--- src/rtl/decoder.sv ---
// Instruction decoder: splits opcode/rd/imm and derives write-enable and write-back controls.
// One-cycle registered latency, no backpressure (a new instruction is decoded every cycle).
module decoder (
    input  logic        clk,
    input  logic        rst,
    input  logic [15:0] instruction,
    output logic        MemoryWrite,
    output logic [1:0]  WriteRegFrom,
    output logic [3:0]  RegToWrite,
    output logic [7:0]  Immediate,
    output logic        RegWriteEn
);

    typedef enum logic [1:0] {
        WB_ALU   = 2'b00,
        WB_MEM   = 2'b01,
        WB_IMM   = 2'b10,
        WB_IMMHI = 2'b11
    } wb_sel_t;

    typedef struct packed {
        logic       reg_wr;
        logic       mem_wr;
        wb_sel_t    wb_sel;
        logic [3:0] rd;
        logic [7:0] imm;
    } ctrl_t;

    localparam logic [3:0] OP_NOP    = 4'h0;
    localparam logic [3:0] OP_SHR    = 4'h7;
    localparam logic [3:0] OP_LOAD   = 4'h8;
    localparam logic [3:0] OP_STORE  = 4'h9;
    localparam logic [3:0] OP_MOVI   = 4'hA;
    localparam logic [3:0] OP_VLOAD  = 4'hB;
    localparam logic [3:0] OP_VSTORE = 4'hC;
    localparam logic [3:0] OP_MOVHI  = 4'hF;

    logic [3:0] opcode;
    ctrl_t      ctrl_nxt;
    ctrl_t      ctrl_q;

    assign opcode = instruction[15:12];

    // rd/imm pass through for every opcode; only the control bits depend on opcode.
    always_comb begin
        ctrl_nxt        = '0;
        ctrl_nxt.wb_sel = WB_ALU;
        ctrl_nxt.rd     = instruction[11:8];
        ctrl_nxt.imm    = instruction[7:0];
        case (opcode)
            OP_LOAD, OP_VLOAD: begin
                ctrl_nxt.reg_wr = 1'b1;
                ctrl_nxt.wb_sel = WB_MEM;
            end
            OP_STORE, OP_VSTORE: begin
                ctrl_nxt.mem_wr = 1'b1;
            end
            OP_MOVI: begin
                ctrl_nxt.reg_wr = 1'b1;
                ctrl_nxt.wb_sel = WB_IMM;
            end
            OP_MOVHI: begin
                ctrl_nxt.reg_wr = 1'b1;
                ctrl_nxt.wb_sel = WB_IMMHI;
            end
            default: begin
                // ALU ops write back from the ALU; NOP and reserved 0xD/0xE write nothing.
                if (opcode != OP_NOP && opcode <= OP_SHR) begin
                    ctrl_nxt.reg_wr = 1'b1;
                end
            end
        endcase
    end

    always_ff @(posedge clk or posedge rst) begin
        if (rst) begin
            ctrl_q <= '0;
        end else begin
            ctrl_q <= ctrl_nxt;
        end
    end

    assign RegWriteEn   = ctrl_q.reg_wr;
    assign MemoryWrite  = ctrl_q.mem_wr;
    assign WriteRegFrom = ctrl_q.wb_sel;
    assign RegToWrite   = ctrl_q.rd;
    assign Immediate    = ctrl_q.imm;

endmodule

--- config.mk ---
export PLATFORM = sky130hd
export DESIGN_NAME = decoder
export DESIGN_NICKNAME = d
export VERILOG_FILES = /design/src/rtl/decoder.sv
export SDC_FILE = /design/constraint.sdc
export NUM_CORES = 1
export LEC_CHECK = 0
export ABC_AREA = 1
export ABC_CLOCK_PERIOD_IN_PS = 800
export BUFFER_PORTS_ARGS = -buffer_cell sky130_fd_sc_hd__buf_2
export CORE_MARGIN = 2
export CORE_UTILIZATION = 30
export DETAILED_ROUTE_END_ITERATION = 6
export SETUP_SLACK_MARGIN = 0.02
export SKIP_CTS_REPAIR_TIMING = 1
export SLEW_MARGIN = 15
export SYNTH_ARGS = -nofsm -noshare
export SYNTH_HDL_FRONTEND = slang
export SYNTH_SLANG_ARGS = --single-unit
--- constraint.sdc ---
create_clock -name clk -period 0.8 [get_ports clk]
set_input_delay 0.08 -clock clk [delete_from_list [all_inputs] [get_ports clk]]
set_output_delay 0.08 -clock clk [all_outputs]
set_load 0.01 [all_outputs]
==> run metrics, run 1 <==
status=finished, violations left; failing checks=setup timing; Slew Viols, Final=0; CP Launch Type=flip-flop; final worst setup slack=-0.06223 ns; largest stage delay on the critical path=0.37 ns; Area Overhead vs Synth=67.98%; syn nets=57; cts bufs inserted=3; Max Clock Freq=1.160 GHz; I/O Pins=34; Sink Count=16; Initial Utilization=32.95%; utilization after layout=55.36%; full die area=2039 um^2; number of synthesized register bits=16; Yosys warning total=0; DRT Pass-1 Iters=5; Buffers & Inverters on Critical Path=1; DRT antenna net count=0; deepest clock path buffer count=2; Seq/Total Area, Yosys=78.82%; row cnt=14; DRT iter0 DRCs=5; GPL Wtd Cong=0.6871; sw frac=22.35%; worst-path cell chain=buf_2; final worst-path cycle share=107.8%; min Tclk post-route=0.8622 ns; Distinct cells, synth=10; Arr. time, crit path=0.78 ns; RSZ-0062 raised after global routing=yes; Setup CP Type=reg2out; Via-to-Cell Ratio=4.200; I/O Buffers=33; GRT Total Usage=9.365%; Crit. Startpoint=RegToWrite[0]; core area=1541 um^2; global-route wire length before repair=1.276 mm; CTS clk-pin slew, worst paths=0.08 ns; DPL Wire Length=743.1 um; Die H=45.15 um; Worst VDD drop=0.6147 mV; WL/cell=10.20 um; fill cell count=136; most common cell after layout, fill and taps aside=buf_2; cells after synthesis=39; Post-Syn Area=508.0 um^2; Slew Limit Headroom=88.94%; share of cells above drive strength 1=48.31%; syn avg cell area=13.03 um^2; initial antenna violation count=0; Pint=1.142 mW; largest area contributor in the synthesized netlist=dfrtp_1; CTS H-tree lvls=1; Slowest-stage cell, CP=dfrtp_1; total gr overflow=0; Hold Startpoint=instruction[14]; final setup fails=16; final hold violation count=0; Tot Pwr=1.471 mW; Final #Nets=109; Max Cap Violations=0; vias in the first global route=326; logic gate share of total power=15.1%; # diodes=0; CTS tree=built; Lkg Pwr=0.4739 nW; multi-input logic area=81.33 um^2; Post-route DRC=0; Worst-Margin Slew=0.1659 ns; CP endpoint kind=output pin; CTS root buf=clkbuf_4; via count=441; pin count of the biggest net entering global routing=14; CP required=0.72 ns; Pwr per Cell Area=1724 nW/um^2; synth top area cells=dfrtp_1, inv_1, nand2_1; CP delay by family, top=flip-flops; Clock Power Share=26.5%; Worst Hold Class=in2reg; most frequent cells in the layout=buf_2, dfrtp_1, dlygate4sd3_1; sequential share of power=58.4%; worst-path maximum fanout=1; Seq. cell area=400.4 um^2; switching pwr=0.3288 mW; pre-CTS setup slack=0.1375 ns; Die Width=45.15 um; Routed WL=1.071 mm; Synth top area share=78.82%
==> power by group through the flow <==
stage	sequential [mW]	combinational [mW]	clock, mW
floorplan	0.904	0.0448	0
global placement	0.876	0.171	0
detailed placement	0.876	0.175	0
CTS	0.860	0.175	0.408
global route	0.864	0.246	0.439
finish	0.860	0.222	0.389
==> sequential cells by signal (all words and copies together), names as in the netlist <==
signal,cells
RegToWrite,4
Immediate,8
MemoryWrite,1
RegWriteEn,1
WriteRegFrom,2
==> cells by family (layout without fill, tap and decap cells) <==
logic type | after synthesis | in the layout | share of synthesized area [%]
compound gates | 2 | 2 | 1.971
simple gates | 14 | 14 | 14.04
flops | 16 | 16 | 78.82
buf+inv | 7 | 57 | 5.171
==> per-layer routing <==
metal  up-vias  global-route usage (%)  share of wire, %
li1        217                       -                 -
met1       196                   9.463                35
met2        26                   14.86                51
met3         2                   3.200                14
met4         0                   8.824              0.37
met5         -                       0                 0
==> area by class of cell <==
class	count	share of cell area, %
clock buffers	3	2.639
flip-flops and latches	16	46.92
inverters	7	3.079
multi-input cells	16	9.531
repair buffers	47	35.48
well taps	16	2.346
==> stage by stage <==
step,area [um^2],hold slack [ns],TNS [ns],instances
floorplan,508.0,-0.006261,0,39
global placement,700.7,-0.04282,0,89
detailed placement,700.7,-0.03773,0,89
CTS,723.2,-0.3441,-0.9416,92
global route,853.3,0.08569,-1.309,105
finish,853.3,0.08771,-0.7413,105
==> final timing paths <==
path,endpoint,cells after the start
setup / recovery,RegToWrite[0],1
hold / removal,MemoryWrite,3
max in group asynchronous,Immediate[2],4
min in group asynchronous,Immediate[4],3
==> cell usage after synthesis <==
master    n
nand3_2   1
nor2_2    2
nor2_1    2
nand2_1   5
nand2_2   2
inv_2     1
o21ai_0   2
inv_1     6
nand3_1   2
dfrtp_1  16
No activity file was read; power rests on OpenSTA's default activity.
==> inputs of run 2 (changes only) <==
RECOVER_POWER = 50   (was not set)
==> run metrics, run 2 (synthesis gave the netlist of run 1 again) <==
CP endpoint kind=output pin; worst-path cell chain=buf_2; failing checks=setup timing; Tot Pwr=1.470 mW (about the same); max reg flops=8 (unchanged); min Tclk post-route=0.8622 ns (unchanged); Max Clock Freq=1.160 GHz (unchanged); final non-filler cell total=105 (unchanged); CP delay by family, top=flip-flops; deepest clock path buffer count=2 (unchanged); CTS tree=built; final hold violation count=0 (unchanged); Worst-Margin Slew=0.1669 ns (+0.001008 ns); CP required=0.72 ns (about the same); core area=1541 um^2 (unchanged); final worst-path cycle share=107.8% (unchanged); Hold Path Depth=3 (unchanged); sequential share of power=58.5% (about the same); fill cell count=137 (+0.74%); RSZ-0062 raised after global routing=yes; logic gate share of total power=15.0% (about the same); Slew Viols, Final=0 (unchanged); Die H=45.15 um (unchanged); pre-CTS setup slack=0.1375 ns (unchanged); Die Width=45.15 um (unchanged); Worst Hold Class=in2reg; Pwr per Cell Area=1725 nW/um^2 (about the same); CTS root buf=clkbuf_4; DRT iter0 DRCs=5 (unchanged); CTS H-tree lvls=1 (unchanged); Setup TNS=-0.7413 ns (unchanged); Routed WL=1.076 mm (+0.47%); Hold Slack=0.08771 ns (unchanged); Lkg Pwr=0.4685 nW (-1.1%); sw frac=22.35% (about the same); Hold Startpoint=instruction[14]; GRT Total Usage=9.365% (unchanged); Arr. time, crit path=0.78 ns (about the same); Final #Nets=109 (unchanged); Area after DPL=700.7 um^2 (unchanged); Setup CP Type=reg2out; Sink Count=16 (unchanged); full die area=2039 um^2 (unchanged); WL/cell=10.25 um (+0.47%); Clock Power Share=26.5% (about the same); global-route wire length before repair=1.276 mm (unchanged); row cnt=14 (unchanged); Via-to-Cell Ratio=4.181 (-0.45%); placed cell count=89 (unchanged); final setup fails=16 (unchanged); Slew Limit Headroom=88.87% (about the same); switching pwr=0.3286 mW (about the same); worst-path maximum fanout=1 (unchanged); via count=439 (-0.45%); Slowest-stage cell, CP=dfrtp_1; met2 WL=542 um (unchanged); DRT antenna net count=0 (unchanged); most common cell after layout, fill and taps aside=buf_2; met1 wire length=378 um (+1.1%); status=finished, violations left; final worst setup slack=-0.06223 ns (unchanged); CP Launch Type=flip-flop; DPL Wire Length=743.1 um (unchanged); WL met3=150 um (+0.67%); I/O Pins=34 (unchanged); Initial Utilization=32.95% (unchanged); Buffers & Inverters on Critical Path=1 (unchanged); Worst VDD drop=0.6145 mV (about the same); # diodes=0 (unchanged); CTS clk-pin slew, worst paths=0.08 ns (about the same); I/O Buffers=33 (unchanged); cts bufs inserted=3 (unchanged); GPL Wtd Cong=0.6871 (unchanged); Hold Path End=MemoryWrite; largest stage delay on the critical path=0.37 ns (about the same); utilization after layout=55.28% (-0.081 points); post-route cell area=852.1 um^2 (-0.15%); Max Cap Violations=0 (unchanged); pin count of the biggest net entering global routing=14 (unchanged); DRT Pass-1 Iters=5 (unchanged); vias in the first global route=326 (unchanged); total gr overflow=0 (unchanged); Top Layer Used=met4; Post-route DRC=0 (unchanged); Area Overhead vs Synth=67.73%; most frequent cells in the layout=buf_2, dfrtp_1, dlygate4sd3_1; Pint=1.142 mW (about the same); initial antenna violation count=0 (unchanged); share of cells above drive strength 1=46.07% (-2.2 points)
## run 2: layer usage
layer  up-vias  global-route usage, %
met5         -                      0
met4         0                  8.824
met3         2                  3.200
met2        26                  14.86
met1       194                  9.463
li1        217                      -
## run 2: power by group through the flow
stage	combinational, mW	clock [mW]	sequential (mW)
floorplan	0.0448	0	0.904
global placement	0.171	0	0.876
detailed placement	0.175	0	0.876
CTS	0.175	0.408	0.860
global route	0.245	0.439	0.864
finish	0.221	0.389	0.860
## run 2: layout make-up
cell class	instances	area [um^2]	area share, %
Tap cell	16	20.02	2.349
Timing Repair Buffer	47	301.5	35.39
Clock buffer	3	22.52	2.643
Sequential cell	16	400.4	46.99
Multi-Input combinational cell	16	81.33	9.545
Inverter	7	26.28	3.084
## run 2: how the worst max path moves through the flow
| stage | startpoint | end | slack [ns] | depth (start not counted) |
|---|---|---|---|---|
| CTS | RegToWrite[1] | RegToWrite[1] | -0.07 | 1 |
| global route | RegToWrite[1] | RegToWrite[1] | -0.09 | 1 |
| detailed placement | instruction[12] | RegWriteEn | 0.14 | 5 |
| floorplan | instruction[14] | RegWriteEn | 0.31 | 5 |
| finish | RegToWrite[0] | RegToWrite[0] | -0.06 | 1 |
| global placement | instruction[13] | RegWriteEn | 0.14 | 5 |
==> inputs of run 3 (changes only) <==
CTS_BUF_LIST = sky130_fd_sc_hd__clkbuf_8   (was not set)
==> run metrics, run 3 (synthesis gave the netlist of run 1 again) <==
Via-to-Cell Ratio=4.210 (+0.68%); # diodes=0 (unchanged); GPL Wtd Cong=0.6871 (unchanged); fill cell count=132 (-3.6%); most common cell after layout, fill and taps aside=buf_2; final worst setup slack=-0.01805 ns (+0.04418 ns); min Tclk post-route=0.8181 ns (-0.04418 ns); initial antenna violation count=0 (unchanged); CTS tree=built; I/O Pins=34 (unchanged); core area=1541 um^2 (unchanged); utilization after layout=56.49% (+1.2 points); placed cell count=89 (unchanged); cts bufs inserted=3 (unchanged); Slew Limit Headroom=88.87% (unchanged); Final #Nets=109 (unchanged); total gr overflow=0 (unchanged); Worst VDD drop=0.6773 mV (+10%); Die Width=45.15 um (unchanged); Worst-Margin Slew=0.1669 ns (unchanged); max reg flops=8 (unchanged); via count=442 (+0.68%); most frequent cells in the layout=buf_2, dfrtp_1, dlygate4sd3_1; full die area=2039 um^2 (unchanged); Area Overhead vs Synth=71.43%; CP Launch Type=flip-flop; Worst Hold Class=in2reg; Tot Pwr=1.634 mW (+11%); Buffers & Inverters on Critical Path=1 (unchanged); Area after DPL=700.7 um^2 (unchanged); DRT Pass-1 Iters=5 (unchanged); vias in the first global route=318 (-2.5%); Slew Viols, Final=0 (unchanged); CP required=0.72 ns (about the same); final hold violation count=0 (unchanged); Die H=45.15 um (unchanged); share of cells above drive strength 1=46.07% (unchanged); GRT Total Usage=8.779% (-0.59 points); CP delay by family, top=flip-flops; global-route wire length before repair=1.235 mm (-3.2%); Pwr per Cell Area=1876 nW/um^2 (+8.7%); post-route cell area=870.8 um^2 (+2.2%); final non-filler cell total=105 (unchanged); CTS clk-pin slew, worst paths=0.05 ns (-0.03 ns); CTS root buf=clkbuf_8; worst-path cell chain=buf_2; CP endpoint kind=output pin; final worst-path cycle share=102.3% (-5.5 points); Slowest-stage cell, CP=dfrtp_1; Setup CP Type=reg2out; Crit. Startpoint=RegToWrite[1]; DRT iter0 DRCs=4 (-1); failing checks=setup timing; pin count of the biggest net entering global routing=14 (unchanged); row cnt=14 (unchanged); largest stage delay on the critical path=0.36 ns (about the same); Lkg Pwr=0.4763 nW (+1.7%); Max Cap Violations=0 (unchanged); Arr. time, crit path=0.74 ns (-0.04 ns); Sink Count=16 (unchanged); status=finished, violations left; Post-route DRC=0 (unchanged); Hold Startpoint=instruction[14]; Setup TNS=-0.05942 ns (+0.6819 ns); RSZ-0062 raised after global routing=yes; WL/cell=9.933 um (-3.1%); Routed WL=1.043 mm (-3.1%); Initial Utilization=32.95% (unchanged); DPL Wire Length=743.1 um (unchanged); Max Clock Freq=1.222 GHz (+5.4%); final setup fails=7 (-9); deepest clock path buffer count=2 (unchanged); DRT antenna net count=0 (unchanged); CTS H-tree lvls=1 (unchanged); worst-path maximum fanout=1 (unchanged); I/O Buffers=33 (unchanged)
run 3: changes by cell type in the layout (fill, tap and decap cells not counted):
cell	delta
clkbuf_8	+3
clkbuf_4	-3
run 3: path summary, 6_finish.rpt:
kind	endpoint	depth (start not counted)
worst max-delay path	RegToWrite[1]	1
worst min-delay path	MemoryWrite	3
max in group asynchronous	Immediate[2]	4
min in group asynchronous	Immediate[1]	3
run 3: per-stage QoR:
stage                     worst slack (ns)  hold slack [ns]
after floorplan                     0.3057        -0.006261
after global placement              0.1442         -0.04282
after detailed placement            0.1375         -0.03773
after CTS                         -0.02631          -0.2984
after global routing              -0.04795           0.1316
final                             -0.01805           0.1219
run 3: report_power, final:
part | internal (mW) | total [mW] | switching [mW]
Clock | 0.332 | 0.551 | 0.219
Combinational | 0.117 | 0.221 | 0.104
Sequential | 0.853 | 0.862 | 0.00871
Total | 1.30 | 1.63 | 0.332
run 3: routing by layer:
layer | GRT usage, % | vias to the layer above | wire [um]
li1 | - | 217 | -
met1 | 9.207 | 195 | 377
met2 | 14.86 | 28 | 495
met3 | 3.200 | 2 | 155
met4 | 5.294 | 0 | 14
met5 | 0 | - | 0
run 3: layout make-up:
| type | count | area, um^2 | share of cell area [%] |
|---|---|---|---|
| tap | 16 | 20.02 | 2.299 |
| clock buffer | 3 | 41.29 | 4.741 |
| timing repair buffer | 47 | 301.5 | 34.63 |
| sequential | 16 | 400.4 | 45.98 |
| inverter | 7 | 26.28 | 3.017 |
| multi-input combinational | 16 | 81.33 | 9.339 |
